[src/rtl/systolic_pkg.sv]
// -----------------------------------------------------------------------------
// systolic_pkg
//   Shared types and sizing helpers for the systolic-array result path.
//
//   Contents:
//     DEF_*          default configuration (2x2 array, 32-bit sums, 4-row FIFO)
//     word_t         one column sum at the default width
//     row_vec_t      one result row (DEF_MATRIX_SIZE words, index = column)
//     ptr_width()    bits needed for a FIFO pointer wrapping modulo depth
//     count_width()  bits needed for a count that ranges 0..depth inclusive
// -----------------------------------------------------------------------------
package systolic_pkg;

  localparam int DEF_MATRIX_SIZE = 2;
  localparam int DEF_DATA_SIZE   = 32;
  localparam int DEF_FIFO_DEPTH  = 4;

  typedef logic [DEF_DATA_SIZE-1:0] word_t;
  typedef word_t [DEF_MATRIX_SIZE-1:0] row_vec_t;

  // Pointer into a power-of-two buffer; natural overflow gives the wrap.
  function automatic int ptr_width(input int depth);
    return (depth > 1) ? $clog2(depth) : 1;
  endfunction

  // Occupancy must be able to hold the value 'depth' itself (full).
  function automatic int count_width(input int depth);
    return $clog2(depth + 1);
  endfunction

endpackage

[src/rtl/result_deskewer_fifo.sv]
// -----------------------------------------------------------------------------
// result_fifo
//   Synchronous FIFO with occupancy count, used to buffer aligned result rows.
//   DEPTH must be a power of two (pointers wrap by natural overflow).
//
//   Ports:
//     clk        rising-edge clock
//     reset      asynchronous active-low reset (clears pointers and count)
//     push       write request; accepted when not full, or when full and a
//                pop is accepted in the same cycle
//     push_data  data written on an accepted push
//     pop        read request; accepted only when not empty
//     pop_data   entry at the read pointer (valid while not empty)
//     count      number of stored entries, 0..DEPTH
//     empty      count == 0
//
//   A push into an empty FIFO becomes visible on the following cycle; there
//   is no fall-through path from push_data to pop_data.
// -----------------------------------------------------------------------------
module result_fifo
  import systolic_pkg::*;
#(
  parameter int WIDTH = 8,
  parameter int DEPTH = 4
) (
  input  logic                          clk,
  input  logic                          reset,
  input  logic                          push,
  input  logic [WIDTH-1:0]              push_data,
  input  logic                          pop,
  output logic [WIDTH-1:0]              pop_data,
  output logic [count_width(DEPTH)-1:0] count,
  output logic                          empty
);

  localparam int PW = ptr_width(DEPTH);
  localparam int CW = count_width(DEPTH);

  logic [WIDTH-1:0] mem [DEPTH];
  logic [PW-1:0]    wr_ptr;
  logic [PW-1:0]    rd_ptr;
  logic             full;
  logic             do_push;
  logic             do_pop;

  assign empty   = (count == '0);
  assign full    = (count == CW'(DEPTH));
  assign do_pop  = pop & ~empty;
  // A full FIFO can still take a write when a read frees a slot this cycle.
  assign do_push = push & (~full | do_pop);

  always_ff @(posedge clk or negedge reset) begin
    if (!reset) begin
      wr_ptr <= '0;
      rd_ptr <= '0;
      count  <= '0;
    end else begin
      if (do_push) wr_ptr <= wr_ptr + PW'(1);
      if (do_pop)  rd_ptr <= rd_ptr + PW'(1);
      case ({do_push, do_pop})
        2'b10:   count <= count + CW'(1);
        2'b01:   count <= count - CW'(1);
        default: count <= count;
      endcase
    end
  end

  // Storage is not reset; contents are only observed behind a valid count.
  always_ff @(posedge clk) begin
    if (do_push) mem[wr_ptr] <= push_data;
  end

  assign pop_data = mem[rd_ptr];

endmodule

[src/rtl/result_deskewer.sv]
// -----------------------------------------------------------------------------
// result_deskewer
//   Re-aligns the skewed column sums leaving an N x N systolic array into
//   whole rows, tags the last row of each matrix, and buffers rows for a
//   valid/ready consumer.
//
//   Ports:
//     clk           rising-edge clock
//     reset         asynchronous active-low reset
//     sum_valid_in  column 0 of a new row is on sum_in this cycle
//     sum_in        column sums, column j in bits [j*DATA_SIZE +: DATA_SIZE];
//                   column j arrives j cycles after column 0
//     sum_ready     credit available: buffered + in-flight rows < FIFO_DEPTH
//     row_valid     an aligned row is on row_out
//     row_ready     consumer accepts row_out
//     row_out       deskewed row, column j at index j (0 when row_valid is low)
//     row_last      row_out is row N-1 of a matrix (0 when row_valid is low)
//     overflow      sticky: an aligned row found the buffer full and was lost
//
//   Handshake: a row moves to the consumer on every rising edge where
//   row_valid and row_ready are both high; while row_valid is high and
//   row_ready is low, row_out and row_last hold. sum_ready is advisory: a row
//   start is always taken, and if it reaches the buffer while full with no
//   pop in that cycle it is dropped.
//
//   Build option: define RESULT_DESKEW_OVF_EN to implement drop detection and
//   the sticky overflow flag; otherwise overflow is tied to 0.
//
//   Latency: with the buffer empty, a row started in cycle t is written on
//   the edge ending cycle t+N-1 and row_valid rises in cycle t+N.
// -----------------------------------------------------------------------------
module result_deskewer
  import systolic_pkg::*;
#(
  parameter int MATRIX_SIZE = DEF_MATRIX_SIZE,
  parameter int DATA_SIZE   = DEF_DATA_SIZE,
  parameter int FIFO_DEPTH  = DEF_FIFO_DEPTH
) (
  input  logic                             clk,
  input  logic                             reset,
  input  logic                             sum_valid_in,
  input  logic [DATA_SIZE*MATRIX_SIZE-1:0] sum_in,
  output logic                             sum_ready,
  output logic                             row_valid,
  input  logic                             row_ready,
  output logic [DATA_SIZE*MATRIX_SIZE-1:0] row_out,
  output logic                             row_last,
  output logic                             overflow
);

  localparam int N     = MATRIX_SIZE;
  localparam int ROW_W = DATA_SIZE * N;
  localparam int CW    = count_width(FIFO_DEPTH);
  localparam int SW    = count_width(FIFO_DEPTH + N);
  localparam int VW    = (N > 1) ? N - 1 : 1;
  localparam int RCW   = (N > 1) ? $clog2(N) : 1;

  logic [ROW_W-1:0] aligned_row;
  logic             aligned_valid;
  logic [VW-1:0]    vld_sr;
  logic [SW-1:0]    in_flight;
  logic [SW-1:0]    credits;
  logic [RCW-1:0]   row_cnt;
  logic             aligned_last;
  logic [CW-1:0]    fifo_count;
  logic             fifo_empty;
  logic [ROW_W:0]   fifo_rd_data;

  // ---------------------------------------------------------------------------
  // Column delay lines: column j waits N-1-j cycles so every column of a row
  // lines up with the undelayed last column.
  // ---------------------------------------------------------------------------
  for (genvar j = 0; j < N; j++) begin : g_col
    localparam int D = N - 1 - j;
    if (D == 0) begin : g_pass
      assign aligned_row[j*DATA_SIZE +: DATA_SIZE] = sum_in[j*DATA_SIZE +: DATA_SIZE];
    end else begin : g_dly
      logic [DATA_SIZE-1:0] taps [D];
      always_ff @(posedge clk or negedge reset) begin
        if (!reset) begin
          for (int k = 0; k < D; k++) taps[k] <= '0;
        end else begin
          taps[0] <= sum_in[j*DATA_SIZE +: DATA_SIZE];
          for (int k = 1; k < D; k++) taps[k] <= taps[k-1];
        end
      end
      assign aligned_row[j*DATA_SIZE +: DATA_SIZE] = taps[D-1];
    end
  end

  // ---------------------------------------------------------------------------
  // Valid shift register. Each set bit is a row already started but not yet
  // written into the buffer; those rows hold a credit.
  // ---------------------------------------------------------------------------
  if (N > 1) begin : g_vsr
    always_ff @(posedge clk or negedge reset) begin
      if (!reset) vld_sr <= '0;
      else        vld_sr <= (vld_sr << 1) | VW'(sum_valid_in);
    end
    assign aligned_valid = vld_sr[VW-1];
  end else begin : g_no_vsr
    assign vld_sr        = '0;
    assign aligned_valid = sum_valid_in;
  end

  always_comb begin
    in_flight = '0;
    for (int k = 0; k < VW; k++) in_flight = in_flight + SW'(vld_sr[k]);
  end

  assign credits   = SW'(fifo_count) + in_flight;
  assign sum_ready = (credits < SW'(FIFO_DEPTH));

  // ---------------------------------------------------------------------------
  // Row position within the current matrix. Dropped rows still advance it so
  // later rows keep their correct row_last tag.
  // ---------------------------------------------------------------------------
  always_ff @(posedge clk or negedge reset) begin
    if (!reset) begin
      row_cnt <= '0;
    end else if (aligned_valid) begin
      row_cnt <= (row_cnt == RCW'(N - 1)) ? '0 : row_cnt + RCW'(1);
    end
  end

  assign aligned_last = (row_cnt == RCW'(N - 1));

  // ---------------------------------------------------------------------------
  // Row buffer: each entry is {row_last, row}.
  // ---------------------------------------------------------------------------
  result_fifo #(
    .WIDTH (ROW_W + 1),
    .DEPTH (FIFO_DEPTH)
  ) u_fifo (
    .clk       (clk),
    .reset     (reset),
    .push      (aligned_valid),
    .push_data ({aligned_last, aligned_row}),
    .pop       (row_ready),
    .pop_data  (fifo_rd_data),
    .count     (fifo_count),
    .empty     (fifo_empty)
  );

  assign row_valid = ~fifo_empty;
  // Gate the storage read so stale buffer contents never reach the outputs.
  assign row_out   = row_valid ? fifo_rd_data[ROW_W-1:0] : '0;
  assign row_last  = row_valid & fifo_rd_data[ROW_W];

  // ---------------------------------------------------------------------------
  // Drop detection
  // ---------------------------------------------------------------------------
`ifdef RESULT_DESKEW_OVF_EN
  logic fifo_full;
  logic row_drop;
  logic overflow_q;

  assign fifo_full = (fifo_count == CW'(FIFO_DEPTH));
  // Full with a simultaneous pop is a legal push, not a drop.
  assign row_drop  = aligned_valid & fifo_full & ~(row_valid & row_ready);

  always_ff @(posedge clk or negedge reset) begin
    if (!reset)        overflow_q <= 1'b0;
    else if (row_drop) overflow_q <= 1'b1;
  end

  assign overflow = overflow_q;
`else
  assign overflow = 1'b0;
`endif

endmodule

[config.mk]
export PLATFORM = sky130hd
export DESIGN_NAME = result_deskewer
export DESIGN_NICKNAME = d
export VERILOG_FILES = /design/src/rtl/systolic_pkg.sv /design/src/rtl/result_deskewer_fifo.sv /design/src/rtl/result_deskewer.sv
export SDC_FILE = /design/constraint.sdc
export NUM_CORES = 1
export LEC_CHECK = 0
export CAP_MARGIN = 20
export CORE_MARGIN = 4
export CORE_UTILIZATION = 55
export DETAILED_ROUTE_END_ITERATION = 6
export DONT_BUFFER_PORTS = 1
export GPL_ROUTABILITY_DRIVEN = 0
export GPL_TIMING_DRIVEN = 1
export PLACE_DENSITY = 0.7
export SLEW_MARGIN = 20
export SYNTH_ARGS = -nofsm -noshare
export SYNTH_HDL_FRONTEND = slang
export SYNTH_SLANG_ARGS = --single-unit
[constraint.sdc]
create_clock -name clk -period 4.95 [get_ports clk]
set_clock_uncertainty 0.05 [all_clocks]
set_input_delay 0.7425 -clock clk [delete_from_list [all_inputs] [get_ports clk]]
set_output_delay 0.7425 -clock clk [all_outputs]
set_load 0.01 [all_outputs]
# [After elaboration in Yosys (flattened, before gate mapping)]
# Memories as Yosys holds them, arrays and structs flattened.
# Index checks and enable logic that the tools add are counted.
[word_totals] mem_count=1 ram_bits=260 input_bits=68 register_bits=41 latch_bits=0 mem_bits_ro=0 word_cells=30
[memory_table] name="u_fifo.mem" depth=4 width=65 read_ports=1 rd_clocked_by_memory_dff=0 wr=1 line_no="result_deskewer_fifo.sv:39" source="logic [WIDTH-1:0] mem [DEPTH];"
[classes] eq_ne=3 add_sub_neg=6 n_shift=0 muxes=5 order_cmp=1 reduce_logical=2 n_mul=0 n_div=0 bitwise_logic=6
[op_table] op="64-bit 2-to-1 mux" n=1
[op_table] op="3-bit case mux with 2 select lines" n=1
[op_table] op="2-bit by 1-bit adder with 2-bit output, second input constant" n=2
[op_table] op="3-bit by 1-bit adder with 3-bit output" n=1
[op_table] op="3-bit by 1-bit adder with 3-bit output, second input constant" n=1
[op_table] op="1-bit bitwise AND" n=3
[op_table] op="3-bit equality test, second input constant" n=1
[op_table] op="3-bit zero test" n=1
[op_table] op="3-bit less-than comparator, second input constant" n=1
[op_table] op="1-bit 2-to-1 mux" n=3
[op_table] op="3-bit by 1-bit subtractor with 3-bit output, second input constant" n=1
[op_table] op="2-bit by 1-bit equality test with 1-bit output, second input constant" n=1
[op_table] op="2-bit equality test, second input constant" n=1
[op_table] op="1-bit inverter" n=2
[op_table] op="2-bit nonzero test" n=1
[op_table] op="1-bit adder, second input constant" n=1
[op_table] op="1-bit OR" n=1

# [Depth between registers and ports, before layout]
[logic_depth] ltp_word=7 ltp_mapped=9

# [Cells and area by module]
# Synthesis repeated with hierarchy kept, for this count alone.
[hier_totals] cells_unflattened=503 hier_area_um2=11238.3
[modules_own_cells] module="result_fifo" seq_area_each_um2=7982.7 area_per_inst_um2=9880.7 cells_per_inst=391 instances=1
[modules_own_cells] module="result_deskewer" seq_area_each_um2=850.8 area_per_inst_um2=1357.6 cells_per_inst=112 instances=1

# [Worst setup path after synthesis]
# No wires, ideal clock.
[synth_path] kind="input-to-reg" from="in row_ready" to="mem u_fifo.mem[0][0] (netlist bit), enable pin" stages=2 arrival_time_ps=2556 slack_ps=1914 path_buffers=0 setup_time_ps=430 cell_sequence="o41a_1 -> and2_1"
[synth_between] elab_chain_len=5
[synth_rtl] item="start, declared" line_no="result_deskewer.sv:45" source="input logic row_ready,"
[synth_rtl] item="1-bit bitwise AND" line_no="result_deskewer_fifo.sv:48" source="assign do_pop = pop & ~empty;"
[synth_rtl] item="1-bit OR" line_no="result_deskewer_fifo.sv:50" source="assign do_push = push & (~full | do_pop);"
[synth_rtl] item="1-bit bitwise AND" line_no="result_deskewer_fifo.sv:50"
[synth_rtl] item="1-bit 2-to-1 mux" line_no="result_deskewer_fifo.sv:70" source="if (do_push) mem[wr_ptr] <= push_data;"
[synth_rtl] item="1-bit 2-to-1 mux (not written as such)" line_no="result_deskewer_fifo.sv:70"
[synth_rtl] item="end, declared" line_no="result_deskewer_fifo.sv:39"
# Every way passes these cells.

# [Worst setup path after layout]
[layout_path] from="reg u_fifo.rd_ptr[0]" to="out row_out[9]"
[layout_between] elab_chain_len=2
[layout_rtl] item="start, declared" line_no="result_deskewer_fifo.sv:41" source="logic [PW-1:0] rd_ptr;"
[layout_rtl] item="start signal, assigned" line_no="result_deskewer_fifo.sv:59" source="if (do_pop) rd_ptr <= rd_ptr + PW'(1);"
[layout_rtl] item="memory 4 x 65 bit"
[layout_rtl] item="64-bit 2-to-1 mux" line_no="result_deskewer.sv:147" source="assign row_out = row_valid ? fifo_rd_data[ROW_W-1:0] : '0;"
[layout_rtl] item="end, declared" line_no="result_deskewer.sv:46" source="output logic [DATA_SIZE*MATRIX_SIZE-1:0] row_out,"
# Every way passes these cells.

==> flow_summary.yaml <==
power:
  power_density_nw_per_um2: 618.2
  peakVddDrop_uv: 439.7
  power_leakage_nw: 4.097
die:
  core_area_sq_um: 19720
  fp.dieH_um: 150.4
  pin_count: 136
  die_area_sq_um: 22610
  die_w_um: 150.4
  start_util_pct: 56.53
  fp-row-count: 51
yosys:
  ys_seq_area_share_pct: 79.25
  synth_cell_types: 22
  synth_top_cell_area_share_pct: 70.04
  synth.most_common_cell: "edfxtp_1"
  synth_seq_cells: 301
  synth_flop_cell: "edfxtp_1"
  netlist_area_sq_um: 11150
  netlist_top_cells_area: "edfxtp_1, mux4_2, dfrtp_1"
  syn-num-nets: 563
  avgSynthCellArea_sq_um: 22.80
  synth_common_cells: "edfxtp_1, and2_1, mux4_2"
  synth_edf_count: 260
  yosys.area.top_type: "edfxtp_1"
  syn_inst: 489
  yosysWarningCount: 0
  async_reset_ff_share_pct: 13.62
critical_path:
  path_cells: "buf_16 > buf_4 > mux4_2 > and2_1"
  critPathSlowestCell: "dfrtp_4"
  max_stage_delay_ns: 0.76
  worst_ep_arrival_time_ns: 2.63
  endpoint_kind: "output port"
  cpLargestDelayFamily: "flip-flops"
  startpoint_type: "flip-flop"
  path_buf_inv: 2
  crit_fanout: 28
  required_ns: 4.16
  crit_type: "reg -> out"
sta:
  fin_crit_ns: 3.424
  whs_ns: 0.1750
  fin_crit_sh_pct: 69.16
  worstMarginPinSlew_ns: 1.042
  setup_tns_ns: 0
  maxSlewViolCount: 0
  final_hold_viol_count: 0
  max_freq_mhz: 292.1
  rsz0062_at_grt: "no"
  setup_violations: 0
  slew_headroom_pct: 30.53
routing:
  via_count: 4519
  vias_per_cell: 5.699
  drt_iter0_markers: 222
  firstDrtPassIters: 4
  wl_per_cell_um: 23.47
  routed_wl_mm: 18.61
  antenna_left: 0
  remaining_drc_errors: 0
global_route:
  overflow: 0
  grt_pass1_wl_mm: 28.86
  grtUsageTotal_pct: 16.92
  grt_pass1_vias: 5015
  antenna_found_initial: 3
  grt_max_degree: 69
clock_tree:
  postCtsResizedCells: 0
  cts-root-buf: "clkbuf_16"
  ctsHoldBuffers: 2
  clk_latency_ns: 0.54
  cts_tree: "built"
  postCtsSetupRepairBufs: 0
  clockBufferDepth: 3
  h-tree-depth: 1
  cts.sinks: 301
  clk_pin_slew_ns: 0.06
  cts_buffers: 30
place:
  portBuffers: 0
status:
  status: "finished, final reports clean"
cells_and_area:
  nFillCells: 1299
  multi_input_area_sq_um: 2125
  regArea_sq_um: 8841
  area_growth_pct: 11.16
  fin_nets: 577
  drive_gt1_share_pct: 23.00
flow_run:
  maxCapViolCount: 0
min_path:
  hold_class: "in -> reg"
[routing by layer]
metal,part of all wire (%),vias up,GRT usage (%)
met1,40,2371,22.43
met5,0.11,-,0
met2,49,144,27.81
li1,-,1969,-
met3,8.6,31,5.298
met4,2.0,4,4.209
[metrics by stage]
| step | area [sq um] | instances | util, % | setup slack, ns | total power [mW] |
|---|---|---|---|---|---|
| finish | 12390 | 793 | 62.84 | 1.526 | 7.660 |
| global route | 12390 | 792 | 62.83 | 1.324 | 8.069 |
| CTS | 12350 | 790 | 62.66 | 1.226 | 7.766 |
| detailed placement | 11330 | 733 | 57.48 | 1.838 | 5.549 |
| global placement | 11330 | 733 | 57.48 | 1.842 | 5.492 |
| floorplan | 11150 | 489 | - | 1.914 | 5.167 |
[layout make-up]
cell class | instances | area share [%]
diodes | 2 | 0.04039
repair buffers | 5 | 0.6463
inverters | 7 | 0.2121
flip-flops and latches | 301 | 71.35
clock inverters | 8 | 0.7775
multi-input cells | 158 | 17.15
clock buffers | 47 | 7.149
well taps | 265 | 2.676
[logic make-up (layout without fill, tap and decap cells)]
logic type	after synthesis	after routing	share of synthesized area, %
flops	301	301	79.25
simple gates	75	75	4.142
mux	66	66	13.23
buf+inv	30	67	1.830
xor+xnor	8	8	0.6286
fa+ha+maj	6	6	0.7408
compound gates	2	2	0.1459
other cells	1	3	0.03364
[sequential cells by signal (all words and copies together) (netlist names)]
name              count
aligned_valid         1
u_fifo.wr_ptr         2
aligned_last          1
u_fifo.rd_ptr         2
g_col.g_dly.taps     32
u_fifo.mem          260
u_fifo.count          3
[path summary, 6_finish.rpt]
path | slack (ns) | depth (start not counted) | from | end
min reg2reg | 0.44 | 0 | g_col[0].g_dly.taps[22] | u_fifo.mem[3][22]
min | 0.17 | 0 | sum_in[23] | g_col[0].g_dly.taps[23]
max | 1.53 | 4 | u_fifo.rd_ptr[0] | row_out[9]
max in group asynchronous | 3.92 | 2 | reset | g_col[0].g_dly.taps[12]
min in group asynchronous | 0.70 | 2 | reset | g_col[0].g_dly.taps[1]
max reg2reg | 2.52 | 6 | u_fifo.count[0] | u_fifo.count[1]
[power by group]
part	switching [mW]	internal, mW
Combinational	1.00	0.870
Clock	0.867	1.33
Sequential	0.302	3.29
[cell usage in the layout (no fill, tap or decap)]
| master | synthesis | layout |
|---|---|---|
| inv_8 | 0 | 1 |
| dfrtp_1 | 41 | 39 |
| nand3_1 | 2 | 2 |
| clkbuf_1 | 9 | 11 |
| o41a_1 | 1 | 1 |
| or3_4 | 0 | 1 |
| dlygate4sd3_1 | 0 | 1 |
| clkbuf_8 | 0 | 5 |
| mux4_2 | 65 | 65 |
| conb_1 | 1 | 1 |
| and2_4 | 0 | 4 |
| buf_16 | 0 | 2 |
| nand2_1 | 1 | 1 |
| xnor2_1 | 5 | 5 |
| dfrtp_4 | 0 | 2 |
| bufinv_16 | 0 | 2 |
| nor2_1 | 1 | 1 |
| and2_1 | 70 | 66 |
| o21ai_0 | 1 | 1 |
| ha_1 | 5 | 5 |
| edfxtp_1 | 260 | 260 |
| buf_4 | 3 | 2 |
| fa_1 | 1 | 1 |
| clkbuf_16 | 0 | 31 |
| mux2_2 | 1 | 1 |
| diode_2 | 0 | 2 |
| inv_1 | 7 | 7 |
| xor2_1 | 3 | 3 |
| clkinv_2 | 0 | 5 |
Power figures use the tool's default switching activity.
